===== src/rtl/uart_tx_drain.sv =====
// uart_tx_drain: pops bytes from the upstream FIFO and shifts them out as 8N1 UART frames.
// Define UARTTX_PARITY_EN to insert an even-parity bit after the data bits (8E1).
module uart_tx_drain #(
    parameter int CLKS_PER_BIT = 868
) (
    input  logic       CLK,
    input  logic       UARTTX_RST,
    input  logic       UARTTX_Enable,
    input  logic       UARTTX_FIFO_EMPTY,
    input  logic [7:0] UARTTX_FIFO_Data,
    output logic       UARTTX_FIFO_RD,
    output logic       UARTTX_TXD,
    output logic       UARTTX_BUSY,
    output logic       UARTTX_DONE
);
    localparam int TW = $clog2(CLKS_PER_BIT);
    localparam logic [TW-1:0] LAST = TW'(CLKS_PER_BIT - 1);

    typedef enum logic [2:0] {
        S_IDLE, S_FETCH, S_LOAD, S_START, S_DATA, S_PARITY, S_STOP
    } state_t;

    state_t        r_state, w_state_nxt, w_after_data;
    logic [TW-1:0] r_timer, w_timer_nxt;
    logic [2:0]    r_idx, w_idx_nxt;
    logic [7:0]    r_shift;
    logic          w_tick, w_txd_nxt, w_rd_nxt, w_busy_nxt, w_done_nxt;

`ifdef UARTTX_PARITY_EN
    assign w_after_data = S_PARITY;
`else
    assign w_after_data = S_STOP;
`endif

    assign w_tick = (r_timer == LAST);

    always_ff @(posedge CLK or posedge UARTTX_RST) begin
        if (UARTTX_RST) begin
            r_state <= S_IDLE;
            r_timer <= '0;
            r_idx   <= 3'd0;
            r_shift <= 8'h00;
        end else begin
            r_state <= w_state_nxt;
            r_timer <= w_timer_nxt;
            r_idx   <= w_idx_nxt;
            if (r_state == S_LOAD)
                r_shift <= UARTTX_FIFO_Data;
        end
    end

    always_comb begin
        w_state_nxt = r_state;
        case (r_state)
            S_IDLE:   if (UARTTX_Enable && !UARTTX_FIFO_EMPTY) w_state_nxt = S_FETCH;
            S_FETCH:  w_state_nxt = S_LOAD;
            S_LOAD:   w_state_nxt = S_START;
            S_START:  if (w_tick) w_state_nxt = S_DATA;
            S_DATA:   if (w_tick && r_idx == 3'd7) w_state_nxt = w_after_data;
`ifdef UARTTX_PARITY_EN
            S_PARITY: if (w_tick) w_state_nxt = S_STOP;
`endif
            S_STOP:   if (w_tick) w_state_nxt = S_IDLE;
            default:  w_state_nxt = S_IDLE;
        endcase
        w_timer_nxt = (w_state_nxt != r_state || w_tick || r_state == S_IDLE) ? '0 : r_timer + TW'(1);
        w_idx_nxt   = (r_state == S_DATA && w_tick) ? r_idx + 3'd1 : r_idx;
    end

    // Outputs are precomputed from the next state so the registered pins line up with the state.
    always_comb begin
        w_rd_nxt   = (w_state_nxt == S_FETCH);
        w_busy_nxt = (w_state_nxt != S_IDLE);
        w_done_nxt = (w_state_nxt == S_STOP) && (w_timer_nxt == LAST);
        w_txd_nxt  = (w_state_nxt == S_START)  ? 1'b0 :
                     (w_state_nxt == S_DATA)   ? r_shift[w_idx_nxt] :
                     (w_state_nxt == S_PARITY) ? ^r_shift : 1'b1;
    end

    always_ff @(posedge CLK or posedge UARTTX_RST) begin
        if (UARTTX_RST) begin
            UARTTX_FIFO_RD <= 1'b0;
            UARTTX_TXD     <= 1'b1;
            UARTTX_BUSY    <= 1'b0;
            UARTTX_DONE    <= 1'b0;
        end else begin
            UARTTX_FIFO_RD <= w_rd_nxt;
            UARTTX_TXD     <= w_txd_nxt;
            UARTTX_BUSY    <= w_busy_nxt;
            UARTTX_DONE    <= w_done_nxt;
        end
    end
endmodule

===== config.mk =====
export PLATFORM = sky130hd
export DESIGN_NAME = uart_tx_drain
export DESIGN_NICKNAME = d
export VERILOG_FILES = /design/src/rtl/uart_tx_drain.sv
export SDC_FILE = /design/constraint.sdc
export NUM_CORES = 1
export LEC_CHECK = 0
export CORE_MARGIN = 2
export CORE_UTILIZATION = 44
export CTS_CLUSTER_DIAMETER = 50
export DETAILED_ROUTE_END_ITERATION = 12
export DONT_BUFFER_PORTS = 1
export GPL_TIMING_DRIVEN = 0
export HOLD_SLACK_MARGIN = 0.12
export SYNTH_ARGS = -nofsm -noshare
export SYNTH_HDL_FRONTEND = slang
export SYNTH_SLANG_ARGS = --single-unit

===== constraint.sdc =====
create_clock -name CLK -period 3.2 [get_ports CLK]
set_input_delay 0.64 -clock CLK [delete_from_list [all_inputs] [get_ports CLK]]
set_output_delay 0.64 -clock CLK [all_outputs]
set_load 0.1 [all_outputs]

==> results.tsv <==
metric	value	unit
track_usage	14.29	%
initial_utilization	45.33	%
vdd_drop_max	0.0002112	V
powerDensity	351.0	nW/um^2
synth_area_leaders	dfrtp_1 45%, mux2_2 7.6%, xor2_1 4.1%	
min_period	2146	ps
setup.worst_path.start	r_timer[0]$_DFF_PP0_	
syn_inst	126	
r2r_cells	6	
drt_wl_total	2.481	mm
vias	950	
synth.distinct_cells	40	
gp_congestion	0.8294	
syn_area	1489	sq um
avgSynthCellArea	11.82	sq um
yosys_warnings	0	
clock_skew	5.326	ps
nets	146	
end_kind	register	
start_kind	register	
coreArea	3284	sq um
grt_pass1_vias	983	
wire_per_inst	14.10	microns
die_width	62.17	microns
rsz0062_at_grt	false	
grt_antenna_before_repair	0	
cts_tree	yes	
clock_latency	330	ps
clock-sinks	28	
fill_cells	311	
cts-root-buf	clkbuf_4	
regToRegEndpoint	UARTTX_TXD$_DFF_PP1_	
max_freq	465.9	MHz
async_flop_share	100.0	%
grt_pass1_wl	4.505	mm
drc	0	
seqCellArea	701.9	sq um
fin_crit_sh	67.07	%
critPathKind	reg2reg	
hold_path.class	in2async	
setup-tns-final	0	ps
p_leak	0.0007082	uW
io_pins	16	
post-synth-top-area-cell	dfrtp_1	
ys_ff_latch	28	
row_count	21	
cts_made_buffers	3	
ys.flop_type	dfrtp_1	
final_util	48.19	%
diodes	0	
seq_area_frac_synth	47.14	%
die_height	62.17	microns
path_max_fanout	7	
dp_hpwl	1.785	mm
outcome	finished clean	
drtIter0Drc	46	
synth_top_area_share	45.38	%
die-area	3865	sq um
pre_cts_slack	1068	ps
drv_cap	0	
cts.path.max_buffers	2	
ctsHoldBuffers	0	
gr-total-overflow	0	
multi_input_area	737.0	sq um
h-tree-depth	1	
port_buffers	0	
synth_edf_count	0	
r2r_slack	1050	ps
slew_headroom	29.79	%
via_per_inst	5.398	
cp.arrival	2420	ps
fin_ws	1054	ps
crit-reg2reg-launch	r_timer[0]$_DFF_PP0_	
grt_max_degree	29	
firstDrtPassIters	4	
tightest_slew	1052	ps
hold_viol_final	0	
cts_resized	0	
postCtsSetupRepairBufs	0	
syn_nets	141	
required	3470	ps
setup_viol	0	
maxSlewViolCount	0	
ant_nets	0	
clk_pin_slew	150	ps
drive_above_1_share	22.31	%
syn_to_final_growth	6.303	%
==> cells in the final DEF (no fill, tap or decap), drive strengths merged, types with 3 or more instances in the layout <==
cell type	Yosys	layout
inv	4	4
mux2	10	10
and3	3	3
nor3b	3	3
dfrtp	27	27
nor3	5	5
buf	3	3
mux2i	6	6
ha	3	3
a21oi	6	6
nor2	11	11
xor2	7	7
clkbuf	2	6
nand3	7	7
==> cells in the mapped netlist (2+ instances only) <==
cell,number
a21boi_0,2
mux2_2,10
buf_6,2
mux2i_1,6
ha_1,3
o22ai_1,2
nor3_1,5
xor2_1,7
nor2_1,11
nand3_1,7
dfrtp_1,27
nor3b_1,2
a21oi_1,6
nor2b_1,2
clkbuf_1,2
inv_1,4
mux4_2,2
and3_1,3
xnor2_1,2
==> how the worst max path moves through the flow <==
stage | to | cells past startpoint | slack, ps
after floorplan | UARTTX_TXD$_DFF_PP1_ | 6 | 1320
after global placement | UARTTX_TXD$_DFF_PP1_ | 6 | 1080
after detailed placement | UARTTX_TXD$_DFF_PP1_ | 6 | 1070
after CTS | UARTTX_TXD$_DFF_PP1_ | 6 | 1050
after global routing | UARTTX_TXD$_DFF_PP1_ | 6 | 870
final | UARTTX_TXD$_DFF_PP1_ | 6 | 1050
==> flip-flops by register name, summed over array words and instances, names as in the netlist <==
| register | count |
|---|---|
| r_timer | 10 |
| r_shift | 8 |
| r_idx | 3 |
| r_state | 3 |
| UARTTX_BUSY | 1 |
| UARTTX_DONE | 1 |
| UARTTX_FIFO_RD | 1 |
| UARTTX_TXD | 1 |
==> worst max-delay path, stage by stage (launching register included) <==
cell and delay, ps:
dfrtp_1 470, ha_1 340, nand4b_4 180, nor4_4 440, mux2_2 400, a21oi_1 140, o22ai_1 110
==> cells by family after synthesis <==
family | count (synthesis) | synth area share (%)
compound gates | 15 | 6.386
xor+xnor | 9 | 5.294
fa+ha+maj | 3 | 2.521
buf+inv | 9 | 3.361
flops | 28 | 47.14
mux | 18 | 14.62
simple gates | 44 | 20.67
==> metal layers <==
layer,wire [microns],track usage (%),vias to the layer above
met2,1153,23.64,16
met3,83,3.442,4
met5,0,0,-
met4,19,2.778,0
li1,-,-,461
met1,1225,19.36,469
==> metrics by stage <==
step                cell area (sq um)  hold WS [ps]  total power (uW)  cells
finish                           1583         431.5             555.6    176
global route                     1583         424.4             584.1    176
CTS                              1583         440.0             563.8    176
detailed placement               1546         522.4             387.7    172
global placement                 1546         509.0             386.5    172
floorplan                        1489         492.5             383.0    126
==> power by group <==
| part | switching [uW] | internal [uW] | total, uW | leakage, uW |
|---|---|---|---|---|
| sequential | 3.85 | 359 | 363 | 0.000330 |
| combinational | 9.64 | 7.56 | 17.2 | 0.000357 |
| clock | 106 | 69.7 | 175 | 0.0000210 |
==> cell type report <==
cell class | instances | share of cell area [%]
Buffer | 5 | 2.213
Clock buffer | 4 | 2.292
Inverter | 4 | 0.9486
Multi-Input combinational cell | 89 | 46.56
Sequential cell | 28 | 44.35
Tap cell | 46 | 3.636
No activity file was read; power rests on OpenSTA's default activity.
